[src/rtl/algo_1r2m_m30_wr_ingress.sv]
// Write ingress stage for the 1R2M malloc-write memory.
// Each lane buffers write data, issues it to memory and returns allocated addresses.
module algo_1r2m_m30_wr_ingress #(
  parameter int NUMWRPT   = 2,
  parameter int WIDTH     = 32,
  parameter int BITADDR   = 13,
  parameter int FIFODEPTH = 4,
  parameter int BITFIFO   = 2
) (
  input  logic                             clk,
  input  logic                             rst,
  input  logic                             ready,
  input  logic [NUMWRPT-1:0]               in_vld,
  output logic [NUMWRPT-1:0]               in_rdy,
  input  logic [NUMWRPT*WIDTH-1:0]         in_din,
  output logic [NUMWRPT-1:0]               ma_write,
  output logic [NUMWRPT*WIDTH-1:0]         ma_din,
  input  logic [NUMWRPT*BITADDR-1:0]       ma_adr,
  input  logic [NUMWRPT-1:0]               ma_bp,
  output logic [NUMWRPT-1:0]               adr_vld,
  input  logic [NUMWRPT-1:0]               adr_rdy,
  output logic [NUMWRPT*BITADDR-1:0]       adr_out,
  output logic [NUMWRPT*(BITFIFO+1)-1:0]   dcnt,
  output logic [NUMWRPT*(BITFIFO+1)-1:0]   acnt
);

  localparam int CW = BITFIFO + 1;
  localparam logic [CW-1:0]      FULL = CW'(FIFODEPTH);
  localparam logic [CW-1:0]      CONE = CW'(1);
  localparam logic [BITFIFO-1:0] PONE = BITFIFO'(1);

  // Holds in_rdy low until the first edge after reset release
  logic alive;

  always_ff @(posedge clk or negedge rst) begin
    if (!rst) alive <= 1'b0;
    else      alive <= 1'b1;
  end

  for (genvar p = 0; p < NUMWRPT; p++) begin : g_lane
    logic [WIDTH-1:0]   dmem [FIFODEPTH];
    logic [BITADDR-1:0] amem [FIFODEPTH];
    logic [BITFIFO-1:0] dwp, drp, awp, arp;
    logic [CW-1:0]      dc, ac;
    logic               rdy, push, issue, avld, apop;
    logic [WIDTH-1:0]   din;
    logic [BITADDR-1:0] adr;

    assign din   = in_din[p*WIDTH +: WIDTH];
    assign adr   = ma_adr[p*BITADDR +: BITADDR];
    assign rdy   = alive & (dc < FULL);
    assign push  = in_vld[p] & rdy;
    assign issue = ready & ~ma_bp[p] & (dc != '0) & (ac < FULL);
    assign avld  = (ac != '0);
    assign apop  = avld & adr_rdy[p];

    assign in_rdy[p]   = rdy;
    assign ma_write[p] = issue;
    assign adr_vld[p]  = avld;
    assign ma_din[p*WIDTH +: WIDTH] =
      issue ? dmem[drp] : '0;
    assign adr_out[p*BITADDR +: BITADDR] =
      avld ? amem[arp] : '0;
    assign dcnt[p*CW +: CW] = dc;
    assign acnt[p*CW +: CW] = ac;

    // Storage needs no reset; pointers and counts define validity
    always_ff @(posedge clk) begin
      if (push)  dmem[dwp] <= din;
      if (issue) amem[awp] <= adr;
    end

    always_ff @(posedge clk or negedge rst) begin
      if (!rst) begin
        dwp <= '0;
        drp <= '0;
        dc  <= '0;
      end else begin
        if (push)  dwp <= dwp + PONE;
        if (issue) drp <= drp + PONE;
        case ({push, issue})
          2'b10:   dc <= dc + CONE;
          2'b01:   dc <= dc - CONE;
          default: dc <= dc;
        endcase
      end
    end

    always_ff @(posedge clk or negedge rst) begin
      if (!rst) begin
        awp <= '0;
        arp <= '0;
        ac  <= '0;
      end else begin
        if (issue) awp <= awp + PONE;
        if (apop)  arp <= arp + PONE;
        case ({issue, apop})
          2'b10:   ac <= ac + CONE;
          2'b01:   ac <= ac - CONE;
          default: ac <= ac;
        endcase
      end
    end
  end

endmodule

[config.mk]
export PLATFORM = sky130hd
export DESIGN_NAME = algo_1r2m_m30_wr_ingress
export DESIGN_NICKNAME = d
export VERILOG_FILES = /design/src/rtl/algo_1r2m_m30_wr_ingress.sv
export SDC_FILE = /design/constraint.sdc
export NUM_CORES = 1
export LEC_CHECK = 0
export ABC_AREA = 1
export BUFFER_PORTS_ARGS = -buffer_cell sky130_fd_sc_hd__buf_2
export CORE_UTILIZATION = 55
export DETAILED_ROUTE_END_ITERATION = 16
export PLACE_DENSITY = 0.76
export SYNTH_ARGS = -nofsm -noshare
export SYNTH_HDL_FRONTEND = slang
export SYNTH_SLANG_ARGS = --single-unit
[constraint.sdc]
create_clock -name clk -period 3.2 [get_ports clk]
set_input_delay 0 -clock clk [delete_from_list [all_inputs] [get_ports clk]]
set_output_delay 0 -clock clk [all_outputs]
set_load 0.02 [all_outputs]
### After elaboration in Yosys (flattened, before gate mapping)

Memory sizes are Yosys's and may differ from the RTL's.
Cells that the tools add are included.

* flip-flop bits (word level): 29
* memory bits (writable): 360
* output and inout bits: 108
* input port bits: 99
* word-level logic and storage cells: 83
* memories kept: 4

* reduce and logical (&&, ||, !) cells: 8
* bitwise operators: 14
* eq/ne operators: 8
* magnitude comparators: 4
* $add $sub $neg: 16
* muxes and demuxes: 16

Memories
* g_lane[0].dmem: words 4, bits a word 32, rd ports 1, clocked after Yosys merged registers in 0, write ports 1, RTL line 41 `logic [WIDTH-1:0] dmem [FIFODEPTH];`
* g_lane[1].dmem: words 4, bits a word 32, rd ports 1, clocked after Yosys merged registers in 0, write ports 1, RTL line 41
* g_lane[0].amem: words 4, bits a word 13, rd ports 1, clocked after Yosys merged registers in 0, write ports 1, RTL line 42 `logic [BITADDR-1:0] amem [FIFODEPTH];`
* g_lane[1].amem: words 4, bits a word 13, rd ports 1, clocked after Yosys merged registers in 0, write ports 1, RTL line 42

Operator list (number)
* two-way mux 32 bit: 2
* two-way mux 13 bit: 2
* case mux 3 bit (2 select lines): 4
* adder 2 x 1 -> 2 bit, second input constant: 8
* adder 3 x 1 -> 3 bit, second input constant: 4
* bitwise AND 1 bit: 12
* less-than comparator 3 bit, second input constant: 4
* nonzero test 3 bit: 4
* subtractor 3 x 1 -> 3 bit, second input constant: 4
* == test 2 x 1 -> 1 bit, second input constant: 4
* == test 2 bit, second input constant: 4
* two-way mux 1 bit: 8
* nonzero test 2 bit: 4
* inverter 1 bit: 2

### Logic depth before layout (Yosys ltp)

Gate-level depths: netlist of the first run.

* depth after elaboration: 6
* mapped depth: 13
* mapped depth without buffers: 12

### Worst setup path after synthesis of the first run

No wires, ideal clock.

* kind: register to register
* start: register g_lane[0].dc[2]
* end: memory g_lane[0].dmem[0][0], enable pin
* arrival: 2.172 ns
* buffers on the path: 0
* path slack: 0.607 ns
* cell stages (with the launch flop): 4
* cells stage by stage: dfrtp_1 > nor2_1 > nand2_1 > nor2_1

* word-level cells in the longest chain between the ends: 5

RTL lines
* start, declared: RTL line 44 `logic [CW-1:0] dc, ac;`
* start signal, assigned: RTL line 82 `2'b10: dc <= dc + CONE;`
* start signal, assigned: RTL line 83 `2'b01: dc <= dc - CONE;`
* less-than comparator 3 bit: RTL line 51 `assign rdy = alive & (dc < FULL);`
* bitwise AND 1 bit: RTL line 51
* named net g_lane[0].rdy: RTL line 45 `logic rdy, push, issue, avld, apop;`
* bitwise AND 1 bit: RTL line 52 `assign push = in_vld[p] & rdy;`
* two-way mux 1 bit: RTL line 69 `if (push) dmem[dwp] <= din;`
* two-way mux 1 bit (not written as such): RTL line 69
* end, declared: RTL line 41

The timed path passes the listed nets, and every way through them passes these cells.

### Worst setup path after layout of the first run

* start: register g_lane[1].arp[0]
* end: output port adr_out[18]

* word-level cells in the longest chain between the ends: 2

RTL lines
* start, declared: RTL line 43 `logic [BITFIFO-1:0] dwp, drp, awp, arp;`
* start signal, assigned: RTL line 96 `if (apop) arp <= arp + PONE;`
* memory (4 x 13 bit)
* two-way mux 13 bit: RTL line 63 `avld ? amem[arp] : '0;`
* end, declared: RTL line 22 `output logic [NUMWRPT*BITADDR-1:0] adr_out,`

Every way passes these cells.

==> qor.csv, run 1 <==
stage;metric;value;unit
run_status;status;finished, violations left;
run_status;failed_checks;hold timing;
pwr;internal_power;10.4;mW
pwr;p_sw_share;35.8;%
die;start_util;56.0;%
sta;setup_tns;0;ps
worst_setup_path;startpoint;g_lane[1].arp[0]$_DFFE_PN0P_;
clock_tree;clkLatencyLatePin;520;ps
synth;synth.ff_latch_count;389;
synth;synth_nets;1779;
clock_tree;clockBufferDepth;3;
clock_tree;cts_buffers;41;
place;port_buffers;206;
global_routing;grt_max_degree;67;
pwr;comb_power_share;32.6;%
sta;relSlewSlack;23.7;%
route;wl_per_cell;15.4;microns
sta;worstMarginPinSlew;1140;ps
worst_setup_path;crit_type;flop to output port;
worst_setup_path;worstPathRequired;3200;ps
sta;maxSlewViolCount;0;
clock_tree;hold_buffers;96;
synth;synth_area_leader_cell;edfxtp_1;
sta;finalClockSkew;22.9;ps
synth;ys.flop_type;edfxtp_1;
synth;synth_area_leaders;edfxtp_1, inv_1, nand2_1, nand3_1, dfrtp_1;
die;dieArea;31900;sq um
min_path;min_from;ready;
worst_setup_path;worstPathMaxFanout;29;
min_path;min_path_type;input port to flop;
final_layout;nets;2076;
clock_tree;cts_setup_buffers;0;
final_layout;drive_above_1_share;15.7;%
worst_setup_path;critPathArrivalTime;2520;ps
pwr;powerDensity;782;nW/um^2
sta;rsz0062_at_grt;false;
die;core_area;30700;sq um
global_routing;antenna_found_initial;0;
route;dr.pass1.iters;5;
clock_tree;clk_pin_slew;60;ps
clock_tree;cts.sinks;389;
die;die_w;179;microns
run;maxCapViolCount;0;
global_routing;grt.total_usage;22.9;%
global_routing;grt_pass1_vias;11582;
route;viasPerCell;4.95;
clock_tree;cts_root_buffer;clkbuf_16;
sta;setup_viol_count_final;0;
pwr;p_leak;9.63;nW
pwr;p_clk_share;27.7;%
worst_setup_path;r2r_slack;1220;ps
die;row_count;64;
route;wl;36600;microns
worst_setup_path;r2r_start;alive$_DFF_PN0_;
pwr;seq_power_share;39.7;%
pwr;ir_drop;0.593;mV
route;drc_errors;0;
sta;clock.fmax;397;MHz
place;hpwlAfterDp;21400;microns
worst_setup_path;crit_path_start_kind;flop;
global_routing;grt_overflow;0;
clock_tree;cts_tree;yes;
pwr;p_total;16.2;mW
clock_tree;cts-resized-gates;0;
route;dr.first_iter.drc_count;835;
sta;hold_viol_final;1;
place;gp_congestion;0.803;
final_layout;diodes;0;
final_layout;area_growth;20.7;%
synth;async_flop_share;7.46;%
route;ant_nets;0;
synth;yosysTopAreaCellShare;63.0;%
route;vias;11756;
sta;period_needed;2520;ps
synth;syn_avg_cell_area;10.4;sq um
synth;ys_warn_count;0;
sta;fin_crit_sh;78.7;%
worst_setup_path;worstSetupEndpointType;output port;
synth;synth_cell_types;26;
die;io_pins;207;
sta;timing.hold.ws;-4.46;ps
synth;yosysSeqAreaShare;67.2;%
synth;syn_area;17200;sq um
pwr;power.switching;5.81;mW
die;dieHeight;179;microns
synth;yosysMostFrequentCell;inv_1;
synth;syn-instance-count;1656;
synth;synth_common_cells;inv_1, nand2_1, edfxtp_1;
global_routing;grt_pass1_wl;56600;microns
synth;synth-edff-count;360;
clock_tree;htreeDepth;2;
==> sequential cells by signal (all words and copies together) (netlist names) <==
signal	cells
g_lane.dc	6
g_lane.dmem	256
g_lane.drp	4
alive	1
g_lane.arp	4
g_lane.dwp	4
g_lane.amem	104
g_lane.ac	6
g_lane.awp	4
==> cells in the final DEF (no fill, tap or decap), types with 7 or more instances in the layout <==
cell | synthesis | layout
a21oi_1 | 88 | 88
clkinv_1 | 2 | 9
nand2_1 | 412 | 412
buf_2 | 38 | 206
clkinv_2 | 0 | 7
nor2_1 | 20 | 12
edfxtp_1 | 360 | 360
nand3_1 | 198 | 198
buf_4 | 6 | 26
clkbuf_16 | 0 | 41
ha_1 | 20 | 20
dfrtp_1 | 29 | 27
inv_1 | 420 | 420
dlygate4sd3_1 | 0 | 96
==> routing by layer <==
metal  routed length, microns  share of wire (%)  vias up  track usage (%)
met1                    14400                 39     5485             27.2
li1                         -                  -     5791                -
met4                     1090                3.0        0             8.33
met5                        0                  0        -                0
met2                    18500                 50      400             40.6
met3                     2610                7.1       80             5.22
==> power groups by stage <==
stage | sequential [mW] | combinational, mW | clock (mW)
final | 6.44 | 5.28 | 4.49
after global routing | 6.49 | 5.87 | 4.76
after CTS | 6.44 | 5.28 | 4.56
after detailed placement | 6.54 | 5.14 | 0
after global placement | 6.50 | 4.99 | 0
after floorplan | 6.54 | 3.74 | 0
==> worst paths after layout <==
| check | to | cells after the start |
|---|---|---|
| setup / recovery | adr_out[18] | 6 |
| min in group asynchronous | g_lane[0].drp[0]$_DFFE_PN0P_ | 2 |
| max in group asynchronous | g_lane[1].drp[0]$_DFFE_PN0P_ | 2 |
| hold / removal | g_lane[0].awp[0]$_DFFE_PN0P_ | 5 |
| setup reg to reg | g_lane[0].dc[2]$_DFFE_PN0P_ | 10 |
| hold reg to reg | g_lane[1].dc[0]$_DFFE_PN0P_ | 1 |
==> area by class of cell <==
cell class / count / area (sq um)
Fill cell: 2166 / 9950
Sequential cell: 389 / 11500
Multi-Input combinational cell: 769 / 3640
Clock inverter: 23 / 201
Clock buffer: 48 / 1070
Tap cell: 396 / 495
Timing Repair Buffer: 328 / 2190
Inverter: 424 / 1590
==> worst max-delay path, cell delays in order (launching register included) <==
cell	delay [ps]
dfrtp_1	330
buf_4	300
clkinv_1	660
nand2_1	230
nand3_1	90
a21oi_1	200
buf_2	200
==> per-stage QoR <==
| step | setup WS [ps] | cells | instance area [sq um] | hold WS (ps) | util, % |
|---|---|---|---|---|---|
| after detailed placement | 1200 | 2210 | 18500 | 98.2 | 60.3 |
| after floorplan | 607 | 1656 | 17200 | -296 | - |
| final | 681 | 2377 | 20700 | -4.46 | 67.6 |
| after global routing | 478 | 2377 | 20700 | 23.5 | 67.6 |
| after global placement | 1260 | 2210 | 18500 | 92.9 | 60.3 |
| after CTS | 717 | 2377 | 20700 | 0.374 | 67.6 |
==> cell families (layout without fill, tap and decap cells) <==
group | Yosys count | in the layout | synth area share [%]
other cells | 1 | 1 | 0.0218
simple gates | 638 | 638 | 15.7
fa+ha+maj | 24 | 24 | 1.92
compound gates | 98 | 98 | 2.94
buf+inv | 498 | 823 | 11.8
flops | 389 | 389 | 67.2
xor+xnor | 8 | 8 | 0.408
Power figures use the tool's default switching activity.
==> run 2, diff against run 1 <==
--- a/config.mk
+++ b/config.mk
@@ -5,11 +5,11 @@
 export SDC_FILE = /design/constraint.sdc
 export NUM_CORES = 1
 export LEC_CHECK = 0
-export ABC_AREA = 1
+export ABC_AREA = 0
 export BUFFER_PORTS_ARGS = -buffer_cell sky130_fd_sc_hd__buf_2
 export CORE_UTILIZATION = 55
 export DETAILED_ROUTE_END_ITERATION = 16
-export PLACE_DENSITY = 0.76
+export PLACE_DENSITY = 0.77
 export SYNTH_ARGS = -nofsm -noshare
 export SYNTH_HDL_FRONTEND = slang
 export SYNTH_SLANG_ARGS = --single-unit
==> constraint.sdc (replaced) <==
create_clock -name clk -period 2.5 [get_ports clk]
set_input_delay 0 -clock clk [delete_from_list [all_inputs] [get_ports clk]]
set_output_delay 0 -clock clk [all_outputs]
set_load 0.02 [all_outputs]
==> run 2 against run 1 <==
The run now ends clean. Final cell count is 39% lower. Clock power increased by 20%. Die area fell by 10%. Non-clock buffer count decreased by 1. Critical path depth down 2. First-iteration DRC count decreased by 26%. Final area is 8.5% lower. Critical path type unchanged. Largest power group unchanged.
==> qor.csv, run 2 <==
stage;metric;value;unit;change
run_status;status;finished, final reports clean;;
synth;synth_area_leaders;edfxtp_1, mux4_2, dfrtp_1, and2_1, ha_1;;
worst_setup_path;path_cells;buf_12, mux4_2, and2_1, buf_2;;
global_routing;antenna_found_initial;0;;unchanged
sta;hold_viol_final;0;;-1
clock_tree;cts.sinks;389;;unchanged
die;io_pins;207;;unchanged
die;row_count;60;;-6.3%
clock_tree;cts_tree;yes;;
synth;ys.flop_type;edfxtp_1;;
die;dieHeight;169;microns;-5.3%
sta;setup_slack;220;ps;-461 ps
final_layout;finalNonFillerCells;1458;;-39%
route;dr.first_iter.drc_count;618;;-26%
final_layout;nets;1181;;-43%
clock_tree;cts_root_buffer;clkbuf_16;;
die;dieArea;28600;sq um;-10%
worst_setup_path;cp_slowest_stage_delay;630;ps;-30 ps
route;wl_per_cell;19.5;microns;+26%
sta;relSlewSlack;55.0;%;+31 points
clock_tree;clockBufferDepth;3;;unchanged
place;dp.cells;1289;;-42%
synth;yosysSeqAreaShare;75.1;%;+7.9 points
pwr;ir_drop;0.770;mV;+30%
route;vias;7771;;-34%
run;maxCapViolCount;0;;unchanged
die;die_w;169;microns;-5.3%
sta;maxSlewViolCount;0;;unchanged
clock_tree;clkLatencyLatePin;510;ps;about the same
route;ant_nets;0;;unchanged
synth;syn_avg_cell_area;21.1;sq um;+100%
synth;synth_cell_types;28;;+7.7%
place;gp_congestion;0.758;;-5.6%
die;core_area;27200;sq um;-11%
clock_tree;cts_buffers;40;;-2.4%
die;start_util;56.5;%;+0.56 points
pwr;p_leak;6.96;nW;-28%
worst_setup_path;crit_path_start_kind;flop;;
synth;synth.ff_latch_count;389;;unchanged
clock_tree;htreeDepth;2;;unchanged
sta;setup_viol_count_final;0;;unchanged
final_layout;regMostFlops;g_lane.dmem;;
worst_setup_path;critPathArrivalTime;2280;ps;-240 ps
synth;async_flop_share;7.46;%;unchanged
worst_setup_path;worstSetupEndpointType;output port;;
route;wl;28400;microns;-22%
route;viasPerCell;5.33;;+7.8%
final_layout;postLayoutCellArea;19000;sq um;-8.5%
worst_setup_path;crit_type;flop to output port;;
sta;finalClockSkew;18.1;ps;-4.83 ps
sta;rsz0062_at_grt;false;;
sta;setup_tns;0;ps;unchanged
synth;yosysTopAreaCellShare;70.4;%;+7.4 points
final_layout;nFillCells;1717;;-21%
synth;synth_nets;850;;-52%
synth;synth_area_leader_cell;edfxtp_1;;
pwr;comb_power_share;28.7;%;-3.9 points
pwr;p_sw_share;29.0;%;-6.9 points
sta;period_needed;2280;ps;
worst_setup_path;worstPathMaxFanout;18;;-38%
global_routing;grt.total_usage;20.4;%;-2.5 points
final_layout;multi_input_area;3460;sq um;-4.8%
route;drc_errors;0;;unchanged
pwr;p_clk_share;28.0;%;+0.3 points
pwr;power.switching;5.56;mW;-4.3%
place;hpwlAfterDp;17200;microns;-20%
synth;ys_warn_count;0;;unchanged
synth;syn-instance-count;727;;-56%
global_routing;grt_pass1_vias;8189;;-29%
synth;synth_common_cells;edfxtp_1, and2_1, mux4_2;;
clock_tree;clk_pin_slew;60;ps;about the same
sta;fin_crit_sh;91.2;%;
global_routing;grt_pass1_wl;44100;microns;-22%
final_layout;drive_above_1_share;35.1;%;+19 points
place;port_buffers;206;;unchanged
route;dr.pass1.iters;5;;unchanged
final_layout;diodes;0;;unchanged
final_layout;final-seq-area;11500;sq um;unchanged
synth;yosysMostFrequentCell;edfxtp_1;;
worst_setup_path;cp_slowest_cell;dfrtp_2;;
clock_tree;cts-resized-gates;0;;unchanged
sta;timing.hold.ws;84.4;ps;+88.9 ps
clock_tree;hold_buffers;99;;+3.1%
final_layout;layout_commonest_cell;edfxtp_1;;
pwr;internal_power;13.6;mW;+31%
sta;worstMarginPinSlew;675;ps;-469 ps
clock_tree;cts_setup_buffers;0;;unchanged
place;dpl_cell_area;16800;sq um;-9.3%
pwr;powerDensity;1010;nW/um^2;+29%
final_layout;largest_reg_flops;256;;unchanged
synth;synth-edff-count;360;;unchanged
global_routing;grt_max_degree;34;;-49%
worst_setup_path;r2r_slack;350;ps;-870 ps
final_layout;layout_common_cells;edfxtp_1, buf_2, and2_1;;
min_path;min_path_type;input port to async pin;;
place;place_ws;348;ps;-848 ps
worst_setup_path;worstPathRequired;2500;ps;-700 ps
final_layout;area_growth;23.4;%;
pwr;seq_power_share;43.3;%;+3.6 points
synth;syn_area;15400;sq um;-11%
sta;clock.fmax;439;MHz;
global_routing;grt_overflow;0;;unchanged
final_layout;top_regs;g_lane.dmem x256, g_lane.amem x104;;
-- run 2: worst max-delay path, delay by kind of cell, from the launching register on --
kind / cells / cell delay (ps)
buf+inv: 2 / 410
mux: 1 / 510
flops: 1 / 630
simple gates: 1 / 200
-- run 2: cells by family (layout without fill, tap and decap cells) --
family          after synthesis  count (layout)  share of synthesized area (%)
simple gates                129             129                           5.24
xor+xnor                     24              24                           1.37
mux                          97              97                           13.7
fa+ha+maj                    24              24                           2.15
flops                       389             389                           75.1
compound gates                1               1                         0.0325
buf+inv                      62             421                           2.36
other cells                   1               1                         0.0244
-- run 2: stage by stage --
stage	total power, mW	utilization, %
2_1_floorplan	12.5	-
3_3_place_gp	13.8	61.7
3_5_place_dp	13.9	61.7
4_1_cts	19.4	69.8
5_1_grt	20.1	69.8
6_report	19.2	69.8
-- run 2: power groups by stage --
stage	Clock, mW	Combinational [mW]	Sequential (mW)
2_1_floorplan	0	4.16	8.33
3_3_place_gp	0	5.41	8.42
3_5_place_dp	0	5.47	8.46
4_1_cts	5.50	5.61	8.33
5_1_grt	5.72	6.01	8.40
6_report	5.38	5.51	8.31
-- run 2: path summary, 6_finish.rpt --
kind | depth (start not counted) | to | start
min in group clk | 2 | g_lane[1].dmem[1][11]$_DFFE_PP_ | in_din[43]
worst min register to register | 1 | g_lane[1].arp[0]$_DFFE_PN0P_ | g_lane[1].arp[0]$_DFFE_PN0P_
max in group asynchronous | 2 | g_lane[1].drp[0]$_DFFE_PN0P_ | rst
worst max register to register | 9 | g_lane[1].dc[2]$_DFFE_PN0P_ | g_lane[1].ac[2]$_DFFE_PN0P_
worst max-delay path | 4 | ma_din[63] | g_lane[1].drp[0]$_DFFE_PN0P_
worst min-delay path | 2 | g_lane[0].arp[0]$_DFFE_PN0P_ | rst
-- run 2: routing by layer --
metal | part of all wire [%] | global-route usage (%)
met1 | 41 | 26.3
met2 | 51 | 34.9
met3 | 5.7 | 4.37
met5 | 0 | 0
met4 | 2.2 | 6.11
-- run 2: cell type report --
class | count | area share [%]
multi-input cells | 276 | 18.3
repair buffers | 327 | 11.7
well taps | 372 | 2.46
inverters | 24 | 0.475
flip-flops and latches | 389 | 60.9
clock buffers | 52 | 5.68
clock inverters | 18 | 0.574
